`src/rtl/lmi_dcache_ctrl.sv`:
```
// lmi_dcache_ctrl: data cache sequencer - tag init walk, refill, uncached read, write-through
// Ports:
//   CLK, RESET            clock, asynchronous active-high reset
//   REQ/WR/KSEG1/ADDR/HIT pipeline request and tag-compare result
//   STALL                 pipeline stall
//   BUS_REQ/BUS_RD/BUS_ADDR/BUS_ACK  LMI bus handshake, one ACK per word beat
//   TAG_WE/TAG_VAL/TAG_IDX           tag RAM write port
//   DATA_WE/DATA_WIDX                data RAM refill write port
//   UNC_VALID/FILL_DONE/INIT_BUSY    completion and status pulses
module lmi_dcache_ctrl #(
    parameter int LINE_WORDS = 4,
    parameter int WIDX_BITS  = 2,
    parameter int INDEX_BITS = 9
) (
    input  logic                  CLK,
    input  logic                  RESET,
    input  logic                  REQ,
    input  logic                  WR,
    input  logic                  KSEG1,
    input  logic [31:0]           ADDR,
    input  logic                  HIT,
    output logic                  STALL,
    output logic                  BUS_REQ,
    output logic                  BUS_RD,
    output logic [31:0]           BUS_ADDR,
    input  logic                  BUS_ACK,
    output logic                  TAG_WE,
    output logic                  TAG_VAL,
    output logic [INDEX_BITS-1:0] TAG_IDX,
    output logic                  DATA_WE,
    output logic [WIDX_BITS-1:0]  DATA_WIDX,
    output logic                  UNC_VALID,
    output logic                  FILL_DONE,
    output logic                  INIT_BUSY
);
    typedef enum logic [2:0] {S_INIT, S_IDLE, S_REFILL, S_TAGWR, S_UNCRD, S_WRITE} state_t;
    state_t state, state_nx;
    logic [INDEX_BITS-1:0] init_cnt;
    logic [WIDX_BITS-1:0]  beat;
    logic [31:0]           addr_r;
    logic                  idle_go;
    // any IDLE request that is not a cached load hit leaves IDLE
    assign idle_go   = (state == S_IDLE) && REQ && (WR || KSEG1 || !HIT);
    assign DATA_WIDX = beat;
    always_ff @(posedge CLK or posedge RESET)
        if (RESET) state <= S_INIT;
        else state <= state_nx;
    always_ff @(posedge CLK or posedge RESET)
        if (RESET) begin
            init_cnt <= '0;
            beat     <= '0;
            addr_r   <= '0;
        end else begin
            if (state == S_INIT) init_cnt <= init_cnt + INDEX_BITS'(1);
            if (idle_go) addr_r <= ADDR;
            if (state == S_IDLE) beat <= '0;
            else if (state == S_REFILL && BUS_ACK) beat <= beat + WIDX_BITS'(1);
        end
    always_comb begin
        state_nx  = state;
        STALL     = 1'b0;
        BUS_REQ   = 1'b0;
        BUS_RD    = 1'b0;
        BUS_ADDR  = '0;
        TAG_WE    = 1'b0;
        TAG_VAL   = 1'b0;
        TAG_IDX   = init_cnt;
        DATA_WE   = 1'b0;
        UNC_VALID = 1'b0;
        FILL_DONE = 1'b0;
        INIT_BUSY = 1'b0;
        case (state)
            S_INIT: begin
                STALL     = 1'b1;
                INIT_BUSY = 1'b1;
                TAG_WE    = 1'b1;
                state_nx  = &init_cnt ? S_IDLE : S_INIT;
            end
            S_IDLE: begin
                STALL    = idle_go;
                state_nx = !REQ ? S_IDLE : WR ? S_WRITE : KSEG1 ? S_UNCRD : HIT ? S_IDLE : S_REFILL;
            end
            S_REFILL: begin
                STALL    = 1'b1;
                BUS_REQ  = 1'b1;
                BUS_RD   = 1'b1;
                BUS_ADDR = {addr_r[31:WIDX_BITS+2], beat, 2'b00};
                DATA_WE  = BUS_ACK;
                state_nx = (BUS_ACK && &beat) ? S_TAGWR : S_REFILL;
            end
            S_TAGWR: begin
                STALL     = 1'b1;
                TAG_WE    = 1'b1;
                TAG_VAL   = 1'b1;
                TAG_IDX   = addr_r[INDEX_BITS+WIDX_BITS+1:WIDX_BITS+2];
                FILL_DONE = 1'b1;
                state_nx  = S_IDLE;
            end
            S_UNCRD: begin
                STALL     = !BUS_ACK;
                BUS_REQ   = 1'b1;
                BUS_RD    = 1'b1;
                BUS_ADDR  = {addr_r[31:2], 2'b00};
                UNC_VALID = BUS_ACK;
                state_nx  = BUS_ACK ? S_IDLE : S_UNCRD;
            end
            S_WRITE: begin
                STALL    = !BUS_ACK;
                BUS_REQ  = 1'b1;
                BUS_ADDR = {addr_r[31:2], 2'b00};
                state_nx = BUS_ACK ? S_IDLE : S_WRITE;
            end
            default: state_nx = S_INIT;
        endcase
    end
endmodule

```
`config.mk`:
```
export PLATFORM = sky130hd
export DESIGN_NAME = lmi_dcache_ctrl
export DESIGN_NICKNAME = d
export VERILOG_FILES = /design/src/rtl/lmi_dcache_ctrl.sv
export SDC_FILE = /design/constraint.sdc
export NUM_CORES = 1
export LEC_CHECK = 0
export CAP_MARGIN = 20
export CORE_ASPECT_RATIO = 0.7
export CORE_MARGIN = 8
export CORE_UTILIZATION = 39
export DETAILED_ROUTE_END_ITERATION = 16
export PLACE_DENSITY = 0.76
export SKIP_CTS_REPAIR_TIMING = 1
export SYNTH_ARGS = -nofsm -noshare
export SYNTH_HDL_FRONTEND = slang
export SYNTH_SLANG_ARGS = --single-unit
```
`constraint.sdc`:
```
create_clock -name CLK -period 1.6 [get_ports CLK]
set_clock_uncertainty 0.1 [all_clocks]
set_input_delay 0.32 -clock CLK [delete_from_list [all_inputs] [get_ports CLK]]
set_output_delay 0.32 -clock CLK [all_outputs]
set_load 0.01 [all_outputs]
```
==> metrics <==
DP HPWL 4640 um; Setup TNS -24830 ps; Final Critical Period 2000 ps; first-pass GRT wire length 9740 um; syn avg cell area 11.6 um2; core footprint 0.00567 mm2; Die Wd 107 um; hold_ws ~290 ps; CP Data Required Time 1180 ps; Initial Util between 40% and 50%; Cells after Synth between 150 and 200; Pre-antenna DRT Iters 4; max-cap viol count 0; drt drc 0; R2R setup slack -310 ps; cell area after synthesis 0.00228 mm2; FFs w/ async S/R, synth 100%; # setup viols final approximately 80; largest area contributor in the netlist dfrtp_1; starting DRC count in detailed routing 42; nets around 360; Yosys cell types 37; CP startpoint kind flip-flop; crit path launch state[0]; synth cell count leaders 44 x dfrtp_1, 31 x mux2_1, 29 x nor2b_1; CP Class flip-flop to output port; CTS clk-pin slew, worst paths 90 ps; ant diodes 0; number of synthesized flops with an enable pin 0; Filler cells between 400 and 500; Setup crit end BUS_ADDR[31]; Power Dens Cells 540 mW/mm2; row count 23; CTS Buf Count 5; final hold vios 0; Leak 0.00192 uW; Tcrit/Tclk final 125%; vias in the first global route 1918; Post-Layout Cell Count 391; TritonCTS clock tree yes; DR vias/cell 4.84; unrepaired setup endpoints after global routing yes; share of layout cells above drive strength 1 41.8%; Area growth syn-to-layout 61.0%; total die area around 0.0086 mm2; placed insts 374; vias 1892; Root Buffer clkbuf_8; Max IR drop VDD 0.000503 V; top post-synthesis cells by area dfrtp_1 48%, mux2_1 15%, nor2b_1 8.0%; deepest clock path buffer count 2; grt total ovfl 0; Yosys reg bits 44; Critical Path AT around 1600 ps; Die Height around 80 um; largest net degree at the start of global routing 45; ANT nets after route 0; Final Max Slew Viols 0; DR WL/cell 16.5 um; port bufs 86; register area share after synthesis approximately 48%; routability congestion estimate 0.808; Final WS setup -396 ps; IO Count 91; Hold WC Path Type primary input to asynchronous set/reset pin; status finished, violations left; most frequent cell after synthesis dfrtp_1; worst r2r src state[2]; initial antenna violation count 0; Reg-to-Reg End addr_r[19]; clk_lat worst skew 290 ps; Critical Path End Type output port; top_reg_cell synth dfrtp_1; CP max FO 9; YS warnings 0; violated checks setup timing; fmax 501 MHz; R2R depth 5; H-tree Lvls 2; clk sinks 44; share of the synthesized area in the top cell type approximately 48%; Total GRT Usage 14.0%; WL final 6450 um
==> how the worst min path moves through the flow <==
stage | endpoint | slack, ps | cells past startpoint
after detailed placement | addr_r[20] | 370 | 1
after global routing | addr_r[23] | 300 | 3
after floorplan | addr_r[13] | 350 | 1
after CTS | init_cnt[7] | 300 | 3
after global placement | addr_r[23] | 360 | 1
final | init_cnt[7] | 290 | 3
==> power by group <==
group          switching (uW)  total [uW]  internal (uW)
registers                   0        1110           1110
logic                    52.9         150           97.4
clock network             367         718            351
==> cell usage in the layout (no fill, tap or decap), drive strengths merged <==
| cell type | count |
|---|---|
| o22ai | 1 |
| nor3 | 2 |
| a22o | 5 |
| buf | 73 |
| nand3 | 2 |
| inv | 6 |
| nor2b | 29 |
| o41a | 1 |
| nor2 | 5 |
| clkdlybuf4s50 | 33 |
| or3 | 1 |
| nor3b | 3 |
| mux2 | 40 |
| a22oi | 1 |
| a21o | 1 |
| dfrtp | 44 |
| o2bb2ai | 1 |
| nor4bb | 1 |
| clkbuf | 12 |
| nand4bb | 1 |
| and2 | 2 |
| and2b | 1 |
| nand4 | 4 |
| o21ai | 1 |
| ha | 3 |
| a21boi | 1 |
| dlymetal6s2s | 14 |
| a21oi | 1 |
| and3 | 2 |
| conb | 2 |
| nand2 | 12 |
| clkinvlp | 1 |
| xor2 | 1 |
| a2bb2oi | 1 |
| mux2i | 1 |
| xnor2 | 7 |
==> flip-flops by register name, indices dropped and copies added (netlist names) <==
signal and cells:
init_cnt 9, addr_r 30, state 3, DATA_WIDX 2
==> area by class of cell <==
class	count	area, um2	share of cell area, %
Multi-Input combinational cell	133	1220	33.2
Timing Repair Buffer	125	1130	30.9
Sequential cell	44	1100	30.1
Tap cell	75	93.8	2.56
Clock buffer	7	86.3	2.35
Inverter	6	25.0	0.683
Clock inverter	1	7.51	0.205
==> worst max-delay path, cell delays in order, from the launching register on <==
cell and delay (ps):
dfrtp_1 440, buf_6 140, nor3b_4 220, nor2_4 80, buf_6 150, nor2b_1 110, buf_2 140
==> per-layer routing <==
| metal | track usage, % | up-vias | share of wire, % |
|---|---|---|---|
| li1 | - | 901 | - |
| met5 | 0 | - | 0 |
| met2 | 20.0 | 65 | 43 |
| met3 | 6.53 | 2 | 10 |
| met1 | 18.9 | 924 | 46 |
| met4 | 2.48 | 0 | 0.28 |
==> cells by family after synthesis <==
logic type	after synthesis	share of synthesized area, %
compound gates	14	4.89
flops	44	48.4
fa+ha+maj	3	1.65
xor+xnor	8	3.08
simple gates	65	16.8
buf+inv	20	4.83
other cells	1	0.165
mux	41	20.2
==> per-stage QoR <==
stage               total power (uW)  cell area, um2  worst slack [ps]  utilization [%]
finish                          1980            3670              -396             64.7
global route                    2070            3670              -499             64.7
CTS                             2000            3560              -783             62.7
detailed placement              1280            3460              -599             61.1
global placement                1270            3460              -581             61.1
floorplan                       1160            2330              2.78                -
(Power assumes the default switching activity.)
==> variant (config.mk and constraints unchanged) <==
Set the parameter `WIDX_BITS` to 1 (it was 2).
--- a/src/rtl/lmi_dcache_ctrl.sv
+++ b/src/rtl/lmi_dcache_ctrl.sv
@@ -11,3 +11,3 @@
     parameter int LINE_WORDS = 4,
-    parameter int WIDX_BITS  = 2,
+    parameter int WIDX_BITS  = 1,
     parameter int INDEX_BITS = 9
Interface: changed (resized DATA_WIDX); port bits go from 91 to 90. The function was not compared with the original's and may differ.
==> variant against the original RTL <==
- the run still ends with setup timing left
- die area decreased by 2.4%
- wire length up 13%
- synthesized area is 2.9% lower
- worst setup slack worse by 62 ps
- design area grew 4.9%
- sequential cell count fell by 1
- critical path depth stayed put
- power decreased by 3.5%
==> variant: results (changes against the original RTL) <==
STA
  – Post-route setup slack: -458 ps (was -396 ps)
  – Final setup fails: 86 (was 79)
  – Setup tns final: -26,570 ps (was -24,830 ps)

Critical path
  – Critical Path Start: state[2] (was state[0])
  – Arr. time, crit path: 1640 ps (was 1580 ps)
  – R2R Path Start: state[1] (was state[2])
  – Cell family with most CP delay: simple AND/OR/NAND/NOR gates (was flip-flops)

Drt
  – DR WL met2: 3370 um (was 2780 um)
  – Drt wl/cell: 18.2 um (was 16.5 um)
  – Met3 wire length: 550 um (was 665 um)
  – Vias per std cell: 4.77 (was 4.84)
  – Met1 Wirelength: 3300 um (was 2990 um)
  – Overall routed net length: 7270 um (was 6450 um)
  – Initial drt markers: 61 (was 42)

Finish
  – Fin nets: 364 (was 357)
  – # fillers: 456 (was 465)

Power and ir drop
  – Pleak: 1.89 nW (was 1.92 nW)
  – VDD IR-drop max: 0.354 mV (was 0.503 mV)

GRT
  – M1 GR Usage: 18.5% (was 18.9%)
  – Tot GR Track Use: 15.1% (was 14.0%)
  – Initial antenna violation count: 0 (unchanged)
  – Vias in the first global route: 2,026 (was 1,918)
  – Met3 capacity usage during global routing: 6.79% (was 6.53%)
  – Met2 usage: 23.5% (was 20.0%)

Logic synthesis
  – Seq/Total Area, Yosys: 48.7% (was 48.4%)
  – Synth area leaders: dfrtp_1 (49%), mux2_2 (20%), nor2b_1 (9.3%) (was dfrtp_1 (48%), mux2_1 (15%), nor2b_1 (8.0%))
  – Main synth FF type: dfrtp_1 (unchanged)
  – Synthesized-area fraction occupied by adder cells: 1.13% (was 1.65%)
  – Post-synthesis compound-gate area fraction: 3.79% (was 4.89%)
  – Post-synth cell types: 36 (was 37)
  – Top post-synthesis cells by count: dfrtp_1 (43), mux2_2 (39), nor2b_1 (33), nand2_1 (15) (was dfrtp_1 (44), mux2_1 (31), nor2b_1 (29), nand2_1 (12), mux2_2 (9))

Place
  – Dpl hpwl: 4690 um (was 4640 um)
  – Placed cell count: 373 (was 374)
  – Buffers on Ports: 85 (was 86)
  – Place WS: -584 ps (was -599 ps)
  – Placed inst area: 0.00343 mm2 (was 0.00346 mm2)

Run status
  – Outcome: finished, violations left (unchanged)
  – Failing checks: setup timing (unchanged)
[variant: changes by cell type after synthesis, sizes merged, moves of 4 or more]
cell,before,now
nand4,4,0
a22o,5,1
nor2b,29,33
xor2,1,5
xnor2,7,2
[variant: final timing paths]
kind,depth (start not counted),to,slack [ps]
min,3,addr_r[15],300
min reg2reg,1,addr_r[19],410
max reg2reg,6,addr_r[17],-240
max in group asynchronous,3,state[2],840
max,6,BUS_ADDR[22],-460
min in group CLK,1,addr_r[19],410
[variant: power by group]
group          internal [mW]  switching [mW]
registers               1.09               0
clock network          0.305           0.377
logic                 0.0913          0.0502
[variant: cell type report]
class	count	area, um2	share of cell area, %
Timing Repair Buffer	136	1190	30.9
Clock buffer	6	72.6	1.89
Clock inverter	2	12.5	0.325
Tap cell	75	93.8	2.44
Multi-Input combinational cell	131	1380	35.8
Sequential cell	43	1080	28.0
Inverter	6	25.0	0.650
